[src/rtl/access_parking_ctrl_pkg.sv]
// Shared types and width helpers for the parking access controller.
package access_parking_ctrl_pkg;

  // Controller states; encoding is fixed so external monitors can decode it.
  typedef enum logic [1:0] {
    StIdle      = 2'd0,
    StEsperaPin = 2'd1,
    StAbierta   = 2'd2,
    StBloqueo   = 2'd3
  } estado_e;

  // Bits needed to hold 0..n-1, never less than one bit.
  function automatic int unsigned ancho_min1(input int unsigned n);
    return (n <= 1) ? 1 : $clog2(n);
  endfunction

endpackage

[src/rtl/access_parking_ctrl_if.sv]
// Sensor/keypad inputs and gate/alarm/occupancy outputs of the parking controller.
interface access_parking_ctrl_if #(
  parameter int unsigned PIN_WIDTH = 16,
  parameter int unsigned CAPACIDAD = 8
);
  localparam int unsigned OcupW = $clog2(CAPACIDAD + 1);

  logic                 sensor_llegada_vehiculo;
  logic                 sensor_ingreso_vehiculo;
  logic                 sensor_salida_vehiculo;
  logic [PIN_WIDTH-1:0] clave_ingresada;
  logic                 clave_valida;
  logic                 senal_compuerta;
  logic                 senal_alarma_pin;
  logic                 senal_alarma_bloqueo;
  logic [OcupW-1:0]     ocupacion;
  logic                 senal_lleno;

  // Environment side: sensors and keypad.
  modport master (
    output sensor_llegada_vehiculo, sensor_ingreso_vehiculo, sensor_salida_vehiculo,
    output clave_ingresada, clave_valida,
    input  senal_compuerta, senal_alarma_pin, senal_alarma_bloqueo, ocupacion, senal_lleno
  );

  // Controller side.
  modport slave (
    input  sensor_llegada_vehiculo, sensor_ingreso_vehiculo, sensor_salida_vehiculo,
    input  clave_ingresada, clave_valida,
    output senal_compuerta, senal_alarma_pin, senal_alarma_bloqueo, ocupacion, senal_lleno
  );

endinterface

[src/rtl/access_parking_ctrl_contador_ocupacion.sv]
// Lot occupancy: exit-lane rising-edge detector plus saturating up/down counter.
module access_parking_ctrl_contador_ocupacion #(
  parameter int unsigned Capacidad = 8,
  parameter int unsigned OcupW     = 4
) (
  input  logic             clock,
  input  logic             reset,
  input  logic             salida_i,
  input  logic             entrada_i,
  output logic [OcupW-1:0] ocupacion_o,
  output logic             lleno_o
);

  localparam logic [OcupW-1:0] Cap = OcupW'(Capacidad);

  logic             salida_q;
  logic [OcupW-1:0] ocup_q, ocup_d;
  logic             lleno_q;
  logic             salida_flanco;

  assign salida_flanco = salida_i && !salida_q;

  // Next count; a simultaneous entry and departure cancel out.
  always_comb begin
    ocup_d = ocup_q;
    if (entrada_i && !salida_flanco) begin
      if (ocup_q != Cap) ocup_d = ocup_q + 1'b1;
    end else if (salida_flanco && !entrada_i) begin
      if (ocup_q != '0) ocup_d = ocup_q - 1'b1;
    end
  end

  // Edge-detect register, count and full flag update together.
  always_ff @(posedge clock) begin
    if (reset) begin
      salida_q <= 1'b0;
      ocup_q   <= '0;
      lleno_q  <= 1'b0;
    end else begin
      salida_q <= salida_i;
      ocup_q   <= ocup_d;
      lleno_q  <= (ocup_d == Cap);
    end
  end

  assign ocupacion_o = ocup_q;
  assign lleno_o     = lleno_q;

endmodule

[src/rtl/access_parking_ctrl.sv]
// Parking gate controller: arrival, PIN entry with retry limit, open timeout,
// tailgate/forced-entry lockout and occupancy tracking.
module access_parking_ctrl
  import access_parking_ctrl_pkg::*;
#(
  parameter int unsigned          PIN_WIDTH      = 16,
  parameter logic [PIN_WIDTH-1:0] CLAVE_CORRECTA = 16'h3257,
  parameter int unsigned          MAX_INTENTOS   = 3,
  parameter int unsigned          TIMEOUT_CICLOS = 64,
  parameter int unsigned          CAPACIDAD      = 8
) (
  input  logic                 clock,
  input  logic                 reset,
  access_parking_ctrl_if.slave bus
);

  localparam int unsigned IntW   = ancho_min1(MAX_INTENTOS + 1);
  localparam int unsigned TimerW = ancho_min1(TIMEOUT_CICLOS);
  localparam int unsigned OcupW  = $clog2(CAPACIDAD + 1);

  localparam logic [IntW-1:0]   IntMax   = IntW'(MAX_INTENTOS);
  localparam logic [TimerW-1:0] TimerMax = TimerW'(TIMEOUT_CICLOS - 1);

  estado_e           estado_q;
  logic [IntW-1:0]   intentos_q;
  logic [TimerW-1:0] timer_q;
  logic              compuerta_q;
  logic              alarma_pin_q;
  logic              alarma_bloqueo_q;

  logic llegada, ingreso, clave_ok, entrada, lleno;

  assign llegada  = bus.sensor_llegada_vehiculo;
  assign ingreso  = bus.sensor_ingreso_vehiculo;
  assign clave_ok = bus.clave_valida && (bus.clave_ingresada == CLAVE_CORRECTA);
  // A clean single-car entry is the only event that bumps occupancy.
  assign entrada  = (estado_q == StAbierta) && ingreso && !llegada;

  // Controller FSM with registered gate and alarm outputs.
  always_ff @(posedge clock) begin
    if (reset) begin
      estado_q         <= StIdle;
      intentos_q       <= '0;
      timer_q          <= '0;
      compuerta_q      <= 1'b0;
      alarma_pin_q     <= 1'b0;
      alarma_bloqueo_q <= 1'b0;
    end else begin
      compuerta_q <= 1'b0;
      unique case (estado_q)
        StIdle: begin
          if (ingreso) begin
            estado_q         <= StBloqueo;
            alarma_bloqueo_q <= 1'b1;
          end else if (llegada && !lleno) begin
            estado_q <= StEsperaPin;
          end
        end
        StEsperaPin: begin
          if (ingreso) begin
            estado_q         <= StBloqueo;
            alarma_bloqueo_q <= 1'b1;
          end else if (bus.clave_valida) begin
            if (clave_ok) begin
              estado_q     <= StAbierta;
              intentos_q   <= '0;
              alarma_pin_q <= 1'b0;
              timer_q      <= '0;
              compuerta_q  <= 1'b1;
            end else begin
              if (intentos_q != IntMax) intentos_q <= intentos_q + 1'b1;
              // This strobe brings the count to the limit (or it is already there).
              if (intentos_q >= IntMax - 1'b1) alarma_pin_q <= 1'b1;
            end
          end else if (!llegada) begin
            estado_q     <= StIdle;
            intentos_q   <= '0;
            alarma_pin_q <= 1'b0;
          end
        end
        StAbierta: begin
          if (ingreso && !llegada) begin
            estado_q <= StIdle;
          end else if (ingreso) begin
            estado_q         <= StBloqueo;
            alarma_bloqueo_q <= 1'b1;
          end else if (timer_q == TimerMax) begin
            estado_q   <= StEsperaPin;
            intentos_q <= '0;
          end else begin
            timer_q     <= timer_q + 1'b1;
            compuerta_q <= 1'b1;
          end
        end
        StBloqueo: begin
          if (clave_ok) begin
            estado_q         <= StIdle;
            alarma_bloqueo_q <= 1'b0;
            alarma_pin_q     <= 1'b0;
          end
        end
        default: estado_q <= StIdle;
      endcase
    end
  end

  access_parking_ctrl_contador_ocupacion #(
    .Capacidad (CAPACIDAD),
    .OcupW     (OcupW)
  ) u_contador_ocupacion (
    .clock       (clock),
    .reset       (reset),
    .salida_i    (bus.sensor_salida_vehiculo),
    .entrada_i   (entrada),
    .ocupacion_o (bus.ocupacion),
    .lleno_o     (lleno)
  );

  assign bus.senal_compuerta      = compuerta_q;
  assign bus.senal_alarma_pin     = alarma_pin_q;
  assign bus.senal_alarma_bloqueo = alarma_bloqueo_q;
  assign bus.senal_lleno          = lleno;

endmodule

[src/flat_wrapper.sv]
// flat-port wrapper written by rule: the top's interface ports become plain ports
module access_parking_ctrl_flat import access_parking_ctrl_pkg::*;
#(
  parameter int unsigned          PIN_WIDTH      = 16,
  parameter logic [PIN_WIDTH-1:0] CLAVE_CORRECTA = 16'h3257,
  parameter int unsigned          MAX_INTENTOS   = 3,
  parameter int unsigned          TIMEOUT_CICLOS = 64,
  parameter int unsigned          CAPACIDAD      = 8
)
  (clock, reset, bus_sensor_llegada_vehiculo, bus_sensor_ingreso_vehiculo, bus_sensor_salida_vehiculo, bus_clave_ingresada, bus_clave_valida, bus_senal_compuerta, bus_senal_alarma_pin, bus_senal_alarma_bloqueo, bus_ocupacion, bus_senal_lleno);
  access_parking_ctrl_if #(.PIN_WIDTH(PIN_WIDTH), .CAPACIDAD(CAPACIDAD)) bus_i ();
  input  logic clock;
  input  logic reset;
  input wire logic [$bits(bus_i.sensor_llegada_vehiculo)-1:0] bus_sensor_llegada_vehiculo;
  input wire logic [$bits(bus_i.sensor_ingreso_vehiculo)-1:0] bus_sensor_ingreso_vehiculo;
  input wire logic [$bits(bus_i.sensor_salida_vehiculo)-1:0] bus_sensor_salida_vehiculo;
  input wire logic [$bits(bus_i.clave_ingresada)-1:0] bus_clave_ingresada;
  input wire logic [$bits(bus_i.clave_valida)-1:0] bus_clave_valida;
  output wire logic [$bits(bus_i.senal_compuerta)-1:0] bus_senal_compuerta;
  output wire logic [$bits(bus_i.senal_alarma_pin)-1:0] bus_senal_alarma_pin;
  output wire logic [$bits(bus_i.senal_alarma_bloqueo)-1:0] bus_senal_alarma_bloqueo;
  output wire logic [$bits(bus_i.ocupacion)-1:0] bus_ocupacion;
  output wire logic [$bits(bus_i.senal_lleno)-1:0] bus_senal_lleno;
  assign bus_i.sensor_llegada_vehiculo = bus_sensor_llegada_vehiculo;
  assign bus_i.sensor_ingreso_vehiculo = bus_sensor_ingreso_vehiculo;
  assign bus_i.sensor_salida_vehiculo = bus_sensor_salida_vehiculo;
  assign bus_i.clave_ingresada = bus_clave_ingresada;
  assign bus_i.clave_valida = bus_clave_valida;
  assign bus_senal_compuerta = bus_i.senal_compuerta;
  assign bus_senal_alarma_pin = bus_i.senal_alarma_pin;
  assign bus_senal_alarma_bloqueo = bus_i.senal_alarma_bloqueo;
  assign bus_ocupacion = bus_i.ocupacion;
  assign bus_senal_lleno = bus_i.senal_lleno;
  access_parking_ctrl #(.PIN_WIDTH(PIN_WIDTH), .CLAVE_CORRECTA(CLAVE_CORRECTA), .MAX_INTENTOS(MAX_INTENTOS), .TIMEOUT_CICLOS(TIMEOUT_CICLOS), .CAPACIDAD(CAPACIDAD)) u_core (.clock(clock), .reset(reset), .bus(bus_i));
endmodule
[config.mk]
export PLATFORM = sky130hd
export DESIGN_NAME = access_parking_ctrl_flat
export DESIGN_NICKNAME = d
export VERILOG_FILES = /design/src/rtl/access_parking_ctrl_pkg.sv /design/src/rtl/access_parking_ctrl_if.sv /design/src/rtl/access_parking_ctrl_contador_ocupacion.sv /design/src/rtl/access_parking_ctrl.sv /design/src/flat_wrapper.sv
export SDC_FILE = /design/constraint.sdc
export NUM_CORES = 1
export LEC_CHECK = 0
export CAP_MARGIN = 30
export CORE_ASPECT_RATIO = 0.9
export CORE_UTILIZATION = 40
export DETAILED_ROUTE_END_ITERATION = 8
export GPL_TIMING_DRIVEN = 0
export PLACE_DENSITY = 0.69
export SLEW_MARGIN = 15
export SYNTH_ARGS = -nofsm -noshare
export SYNTH_HDL_FRONTEND = slang
export SYNTH_SLANG_ARGS = --single-unit
[constraint.sdc]
create_clock -name clock -period 2.1 [get_ports clock]
set_clock_uncertainty 0.2 [all_clocks]
set_input_delay 0.42 -clock clock [delete_from_list [all_inputs] [get_ports clock]]
set_output_delay 0.42 -clock clock [all_outputs]
set_load 0.005 [all_outputs]
==> flow_summary.yaml <==
status:
  status: "complete, no violations"
worst_setup_path:
  path_common_cell: "or2_4"
  critical_path.top_delay_family: "compound AO/OA/AOI/OAI gates"
  critical_path_arrival_ns: 2.07
  critical_path_required_ns: 2.12
  cp_max_fo: 6
  crit_chain: "inv_4 > ha_4 > buf_6 > or2_4 > a221o_2 > or2_4 > o32ai_2"
  reg2reg_slack_ns: 0.05
  crit_cells: 7
  critPathLaunchType: "flop"
  r2r-start: "u_core.estado_q[0]"
  slowest_delay_ns: 0.43
  reg2reg_to: "u_core.timer_q[4]"
  endpoint_kind: "flop"
  slowest_stage: "a221o_2"
  startpoint: "u_core.estado_q[0]"
  r2r_cells: 7
  worstSetupPathType: "reg -> reg"
  critPathBufInv: 2
clock_tree:
  cts_sinks: 19
  cts_tree: "built"
  clockBufferDepth: 2
  cts-buffers-inserted: 3
  path_clk_slew_ns: 0.12
  root_buffer: "clkbuf_4"
  h-tree-depth: 1
  insertion_delay_ns: 0.30
cells_and_area:
  fillerInstances: 269
  layout_commonest_cell: "clkdlybuf4s50_1"
  nets: 233
  area_growth_syn_to_layout_pct: 44.9
  n_antenna_cell: 0
  mostFrequentLayoutCells: "clkdlybuf4s50_1 (17), dfxtp_1 (16), inv_1 (14), nor2_1 (13), a21oi_1 (10)"
  drive_gt1_frac: 0.225
drt:
  drt_pass1_iterations: 4
  ant_nets: 0
  routed_wl_microns: 3610
  avgRoutedWirePerCell_microns: 14.9
  drc_errors: 0
  drt_iter0_markers: 95
  via_count: 1355
  viasPerCell: 5.60
global_route:
  grt_max_degree: 13
  grt_overflow: 0
  first_global_vias: 1304
  grt_antenna_before_repair: 0
  grt_use_total: 0.208
  grt_pass1_wl_microns: 5920
yosys:
  synth_compound_area_frac: 0.227
  synth_area_leaders: "dfxtp_1 (29%), ha_1 (9.6%), inv_1 (4.6%), a21oi_1 (4.2%), nor2_1 (3.7%)"
  yosysTopAreaCell: "dfxtp_1"
  synthDominantCellAreaShare: 0.292
  synth-edff-count: 0
  yosysWarningCount: 0
  synthCells: 159
  yosys.area_share.adder: 0.0960
  syn_avg_cell_area_sq_um: 8.20
  synth-main-ff-cell: "dfxtp_1"
  synth_cell_types: 46
  synthXorXnorAreaFrac: 0.0134
  ys_ff_latch: 19
  synthMuxAreaShare: 0.0259
  synth-seq-area-share: 0.292
  synth_top_family_by_area: "simple AND/OR/NAND/NOR gates"
  async_reset_ff_frac: 0
  synth.net_count: 191
  syn-cell-area_sq_um: 1300
  synthSimpleGateAreaFrac: 0.274
floorplan:
  initial_utilization: 0.422
  die_h_microns: 56.2
  coreArea_sq_um: 3090
  dieArea_sq_um: 3490
  pin_count: 30
  dieWidth_microns: 62.2
  core.rowCount: 19
timing:
  worst-slew-pin-transition_ns: 0.557
  hold_viol_final: 0
  drv_slew: 0
  slew_headroom: 0.629
  max_freq_ghz: 0.488
  rsz0062_at_grt: "yes"
  min_period_ns: 2.05
  fin_crit_sh: 0.976
  whs_ns: 0.293
  setup_violations: 0
  setup_slack_ns: 0.0498
worst_hold_path:
  min_path_cells: 2
  min_from: "u_core.timer_q[1]"
  hold_end: "u_core.timer_q[1]"
  hold_path_class: "reg -> reg"
flow_run:
  drv_cap: 0
pwr:
  max-vdd-ir-drop_uv: 646
  power_density_nw_per_um2: 950
  leakage_nw: 0.796
placed_design:
  place_ws_ns: -0.522
  gp_congestion: 0.873
  hpwl_microns: 2560
  portBuffers: 29
synth_stat cells (all sizes together), types with 3 or more instances:
| library cell | instances |
|---|---|
| dfxtp | 19 |
| inv | 16 |
| nor2 | 13 |
| a21oi | 11 |
| ha | 10 |
| nand2 | 9 |
| o21ai | 7 |
| nand3 | 5 |
| nand4 | 5 |
| nor3 | 5 |
| o32ai | 4 |
| or2 | 4 |
| a211oi | 3 |
| and3 | 3 |
| clkbuf | 3 |
| mux2 | 3 |
| nand2b | 3 |
| nor2b | 3 |
power by group:
part,switching [mW],internal (mW),leakage [nW]
registers,0.0859,0.437,0.156
logic,0.538,0.539,0.626
clock network,0.123,0.0726,0.0139
sequential cells by signal, indices dropped and copies added, names as in the netlist:
register and flops:
u_core.bus.senal_alarma_bloqueo 1, u_core.bus.senal_alarma_pin 1, u_core.bus.senal_compuerta 1, u_core.estado_q 2, u_core.intentos_q 2, u_core.timer_q 6, u_core.u_contador_ocupacion.lleno_o 1, u_core.u_contador_ocupacion.ocupacion_o 4
u_core.u_contador_ocupacion.salida_q 1
per-layer routing:
layer / up-vias / GRT usage / share of wire
met4: 0 / 0.0266 / 0.0033
met5: - / 0 / 0
met1: 655 / 0.264 / 0.45
met2: 30 / 0.364 / 0.51
li1: 668 / - / -
met3: 2 / 0.0512 / 0.037
cells by family (layout without fill, tap and decap cells):
group	Yosys count	in the layout
AND/OR/NAND/NOR	61	61
AO/OA/AOI/OAI	43	43
buffers and inverters	21	62
flip-flops	19	19
adder cells (fa/ha/maj)	10	10
multiplexers	3	3
XOR/XNOR	2	2
through the flow:
| step | total power, mW | instances | setup TNS [ns] | util | instance area [sq um] |
|---|---|---|---|---|---|
| CTS | 1.69 | 241 | 0 | 0.579 | 1790 |
| global placement | 1.33 | 230 | -4.70 | 0.533 | 1650 |
| global route | 1.94 | 242 | -0.106 | 0.611 | 1890 |
| detailed placement | 1.35 | 230 | -5.12 | 0.533 | 1650 |
| finish | 1.80 | 242 | 0 | 0.611 | 1890 |
| floorplan | 1.09 | 159 | 0 | - | 1300 |
how the worst max path moves through the flow:
| stage | endpoint |
|---|---|
| after floorplan | u_core.timer_q[2] |
| after global placement | u_core.timer_q[2] |
| after detailed placement | u_core.timer_q[4] |
| after CTS | u_core.timer_q[4] |
| after global routing | u_core.u_contador_ocupacion.lleno_o |
| final | u_core.timer_q[4] |
worst min-delay path: cells and delay by family, from the launching register on:
kind             cells  cell delay [ns]
flip-flops           1             0.34
AND/OR/NAND/NOR      1             0.06
AO/OA/AOI/OAI        1             0.05
timing repair:
action                                  CTS  global route
setup buffers                             7             2
gates resized for setup                  17            27
pin swaps                                 7             8
hold buffers                              0             0
endpoints found under the setup margin    8            14
cloned                                    0             0
layout make-up:
class / count / area (sq um) / share of cell area
clock buffers: 3 / 22.5 / 0.0119
flip-flops and latches: 19 / 387 / 0.205
inverters: 16 / 65.1 / 0.0344
multi-input cells: 119 / 950 / 0.503
repair buffers: 38 / 380 / 0.201
plain buffers: 4 / 25.0 / 0.0132
well taps: 42 / 52.6 / 0.0278
clock inverters: 1 / 7.51 / 0.00397
No activity file was read; power rests on OpenSTA's default activity.
==> variant 1: new RTL, config.mk and constraints unchanged <==
`MAX_INTENTOS` is set to 3 in 2 places; all go to 5.
--- a/src/rtl/access_parking_ctrl.sv
+++ b/src/rtl/access_parking_ctrl.sv
@@ -6,5 +6,5 @@
   parameter int unsigned          PIN_WIDTH      = 16,
   parameter logic [PIN_WIDTH-1:0] CLAVE_CORRECTA = 16'h3257,
-  parameter int unsigned          MAX_INTENTOS   = 3,
+  parameter int unsigned          MAX_INTENTOS   = 5,
   parameter int unsigned          TIMEOUT_CICLOS = 64,
   parameter int unsigned          CAPACIDAD      = 8
--- a/src/flat_wrapper.sv
+++ b/src/flat_wrapper.sv
@@ -4,5 +4,5 @@
   parameter int unsigned          PIN_WIDTH      = 16,
   parameter logic [PIN_WIDTH-1:0] CLAVE_CORRECTA = 16'h3257,
-  parameter int unsigned          MAX_INTENTOS   = 3,
+  parameter int unsigned          MAX_INTENTOS   = 5,
   parameter int unsigned          TIMEOUT_CICLOS = 64,
   parameter int unsigned          CAPACIDAD      = 8
Behaviour: not the same (a bounded check fails within 10 cycles, from zero or initial values and one cycle with reset high).
==> variant 1 against the original RTL <==
The run now ends with setup timing left; wire length is 6.7% higher; global-route usage is 0.13 points higher; area after synthesis is 7.0% higher; sequential cell count is 1 higher; synthesized cell count is 10% higher; combinational power is 26% lower; cell area is 3.6% higher; non-clock buffer count is 2 lower; setup slack worse by 0.19 ns; power is 13% lower.
==> variant 1: results (changes against the original RTL) <==
| Metric | Value |
|---|---|
| Post-CTS resize count | `37 (+20)` |
| Worst ir drop on vdd | `647 uV (about the same)` |
| CTS root buffer | `clkbuf_8` |
| Area of the multi-input gates | `1080 um^2 (+14%)` |
| Number of fill cells | `291 (+8.2%)` |
| Xor and xnor area share after synthesis | `1.26% (-0.088 points)` |
| Clk slew on worst S/H paths | `0.08 ns (-0.04 ns)` |
| Status | `finished with violations` |
| Sequential-to-total area share from yosys stat | `28.7% (-0.48 points)` |
| Pre-CTS setup slack | `-0.721 ns (-0.199 ns)` |
| Final setup vio count | `3 (+3)` |
| CP max FO | `3 (-3)` |
| Mapped Cells | `175 (+10%)` |
| Comb pwr share | `51.5% (-8.5 points)` |
| Final WS setup | `-0.145 ns (-0.195 ns)` |
| CTS sink cnt | `20 (+1)` |
| Slew @ Worst Pin | `0.630 ns (+0.0725 ns)` |
| Max incr delay on CP | `0.59 ns (+0.16 ns)` |
| Power share of the clock group | `16.8% (+5.9 points)` |
| Setup TNS | `-0.301 ns (-0.301 ns)` |
| Post-Place Cell Area | `1740 um^2 (+5.5%)` |
| Pin count of the biggest net entering global routing | `11 (-2)` |
| # placed instances | `244 (+6.1%)` |
| Share of layout cells above drive strength 1 | `20.4% (-2.1 points)` |
| Failing checks | `setup timing` |
| Top post-synthesis cells by area | `dfxtp_1 (29%), ha_1 (9.0%), a21oi_1 (5.7%)` |
| Slowest stage cell, crit path | `or4b_4` |
| Nonclk inv count | `11 (-5)` |
| Adder-Cell Fraction of Synth Area | `8.97% (-0.63 points)` |
| Synth Area in Compound Gates | `26.1% (+3.4 points)` |
| Worst-Skew Late Latency | `0.27 ns (-0.03 ns)` |
| Vias | `1474 (+8.8%)` |
| DR iter-0 viols | `67 (-29%)` |
| WP data arrival | `2.25 ns (+0.18 ns)` |
| Non-clk buf share | `17.5% (-4.0 points)` |
| Most frequent cells after synthesis | `dfxtp_1 (20), a21oi_1 (16), nor2_1 (13), o21ai_0 (13), nand3_1 (12)` |
| DR WL/cell | `15.2 um (+2.1%)` |
| Final cell count without fillers | `253 (+4.5%)` |
| Multi-input gate count | `137 (+15%)` |
| P_leak | `0.733 nW (-7.9%)` |
| Area Growth Syn to Fin | `40.3%` |
| Vias in the first global route | `1317 (+1.0%)` |
| First-pass GRT wire length | `6060 um (+2.3%)` |
| Post-CTS Setup Repair Bufs | `4 (-3)` |
| Routability Congestion | `0.850 (-2.6%)` |
| Total track usage | `20.9% (+0.13 points)` |
| Post-synthesis mux area share | `0% (-2.6 points)` |
| Mapped Nets | `207 (+8.4%)` |
| Register Area | `402 um^2 (+3.9%)` |
| Switch share | `39.4% (-2.1 points)` |
[variant 1: final timing paths]
check	slack, ns	to	cells after the start	startpoint
max	-0.14	u_core.estado_q[1]	6	bus_clave_ingresada[8]
min	0.30	u_core.intentos_q[1]	2	u_core.intentos_q[1]
max reg2reg	-0.10	u_core.estado_q[1]	8	u_core.estado_q[1]
min reg2reg	0.30	u_core.intentos_q[1]	2	u_core.intentos_q[1]
[variant 1: layer usage]
layer	routed length (um)	GRT usage (%)	vias to the layer above	share of wire, %
met5	0	0	-	0
met1	1720	26.1	689	45
met4	51	7.30	0	1.3
li1	-	-	729	-
met3	233	3.74	7	6.0
met2	1850	36.4	49	48
[variant 1: kinds of logic after synthesis]
group	after synthesis
simple gates	69
compound gates	56
flops	20
buf+inv	18
fa+ha+maj	10
xor+xnor	2
[variant 1: worst max-delay path, delay by kind of cell]
kind	cells	cell delay, ns
AND/OR/NAND/NOR	2	1.10
buffers and inverters	1	0.09
AO/OA/AOI/OAI	3	0.64
==> variant 2: new RTL, same settings <==
Made on the original files. Reset style: asynchronous (`reset`), changed in 2 clocked blocks.
--- a/src/rtl/access_parking_ctrl_contador_ocupacion.sv
+++ b/src/rtl/access_parking_ctrl_contador_ocupacion.sv
@@ -32,5 +32,5 @@
 
   // Edge-detect register, count and full flag update together.
-  always_ff @(posedge clock) begin
+  always_ff @(posedge clock or posedge reset) begin
     if (reset) begin
       salida_q <= 1'b0;
--- a/src/rtl/access_parking_ctrl.sv
+++ b/src/rtl/access_parking_ctrl.sv
@@ -38,5 +38,5 @@
 
   // Controller FSM with registered gate and alarm outputs.
-  always_ff @(posedge clock) begin
+  always_ff @(posedge clock or posedge reset) begin
     if (reset) begin
       estado_q         <= StIdle;
Behaviour: differs if reset is asserted again (counterexample within 4 cycles, from zero or initial values and one cycle with reset high); with reset held inactive, the same outputs for 10 cycles.
==> variant 2 against the original RTL <==
The flow now finishes with violations (setup timing); global-route usage shrank 0.50 points; wire length fell by 9.4%; power rose by 8.9%; first-iteration DRC count is 20% higher; cell area fell by 6.8%; sequential cell count unchanged; setup slack got worse by 0.41 ns; non-clock buffer count decreased by 6; area after synthesis hardly changed; critical path type is now in -> reg; largest cell class unchanged; largest power group unchanged.
==> variant 2: results (changes against the original RTL) <==
| Metric | Value |
|---|---|
| WP data arrival | `2.49 ns (+0.42 ns)` |
| PortBufs | `28 (-3.4%)` |
| Met2 routed WL | `1670 um (-9.9%)` |
| Post-synthesis mux area share | `2.40% (-0.19 points)` |
| Mean Syn Cell Area | `8.82 um^2 (+7.5%)` |
| Pin count of the biggest net entering global routing | `20 (+7)` |
| Most frequent cells after synthesis | `dfrtp_1 (19), nand2_1 (17), o21ai_0 (12)` |
| # placed instances | `218 (-5.2%)` |
| Top post-synthesis cells by area | `dfrtp_1 (36%), ha_1 (9.6%), nand2_1 (4.9%)` |
| CP max FO | `4 (-2)` |
| M3 GR Usage | `3.89% (-1.2 points)` |
| Failing checks | `setup timing` |
| Vias in the first global route | `1291 (-1.0%)` |
| Final WS setup | `-0.363 ns (-0.413 ns)` |
| Met1 usage in global routing | `25.1% (-1.4 points)` |
| Mapped Nets | `180 (-5.8%)` |
| Final setup vio count | `8 (+8)` |
| Asr flop ratio synth | `100% (+100 points)` |
| Status | `finished with violations` |
| Reg2reg start | `u_core.estado_q[1]` |
| Max incr delay on CP | `0.55 ns (+0.12 ns)` |
| Total track usage | `20.3% (-0.50 points)` |
| DR WL/cell | `14.5 um (-2.9%)` |
| Vias per inst | `5.58 (-0.43%)` |
| Worst setup startpoint | `bus_clave_ingresada[14]` |
| DR iter-0 viols | `114 (+20%)` |
| Metal3 WL | `117 um (-12%)` |
| WL final | `3270 um (-9.4%)` |
| P_leak | `0.741 nW (-6.8%)` |
-- variant 2: changes by cell type after synthesis, moves of 5 or more --
cell,unedited run,this run
dfxtp_1,19,0
nand2_1,9,17
o21ai_0,6,12
dfrtp_1,0,19
a21oi_1,11,4
inv_1,16,11
-- variant 2: cells by family after synthesis --
family,after synthesis
AND/OR/NAND/NOR,56
AO/OA/AOI/OAI,43
flip-flops,19
multiplexers,3
adder cells (fa/ha/maj),10
XOR/XNOR,2
buffers and inverters,15
-- variant 2: layout make-up --
class,instances,area (um^2)
buffer,3,21.3
clock buffer,4,26.3
fill,287,1330
inverter,11,41.3
multi-input combinational,114,850
sequential,19,475
tap,42,52.6
timing repair buffer,33,294
-- variant 2: path summary, 6_finish.rpt --
path | to | slack (ns)
max in group asynchronous | u_core.intentos_q[0] | 0.88
setup / recovery | u_core.timer_q[5] | -0.36
hold / removal | u_core.timer_q[5] | 0.32
hold reg to reg | u_core.timer_q[5] | 0.32
setup reg to reg | u_core.timer_q[5] | -0.22
min in group asynchronous | u_core.u_contador_ocupacion.ocupacion_o[2] | 0.34
-- variant 2: through the flow --
stage | power (mW) | setup TNS [ns] | setup WS (ns)
final | 1.96 | -2.12 | -0.363
after global routing | 2.12 | -2.74 | -0.372
after CTS | 1.84 | -2.43 | -0.449
after detailed placement | 1.55 | -10.40 | -1.14
after global placement | 1.50 | -10.12 | -1.09
after floorplan | 1.23 | -3.07 | -0.578
-- variant 2: timing repair --
action | CTS | global route
buffers inserted | 4 | 1
setup endpoints to repair | 16 | 11
hold buffers | 0 | 0
pin swaps | 7 | 4
resized for setup | 31 | 11
-- variant 2: report_power, final --
group	internal (mW)	switching, mW	leakage, nW
Sequential	0.505	0.185	0.236
Combinational	0.538	0.535	0.490
Clock	0.0739	0.118	0.0150
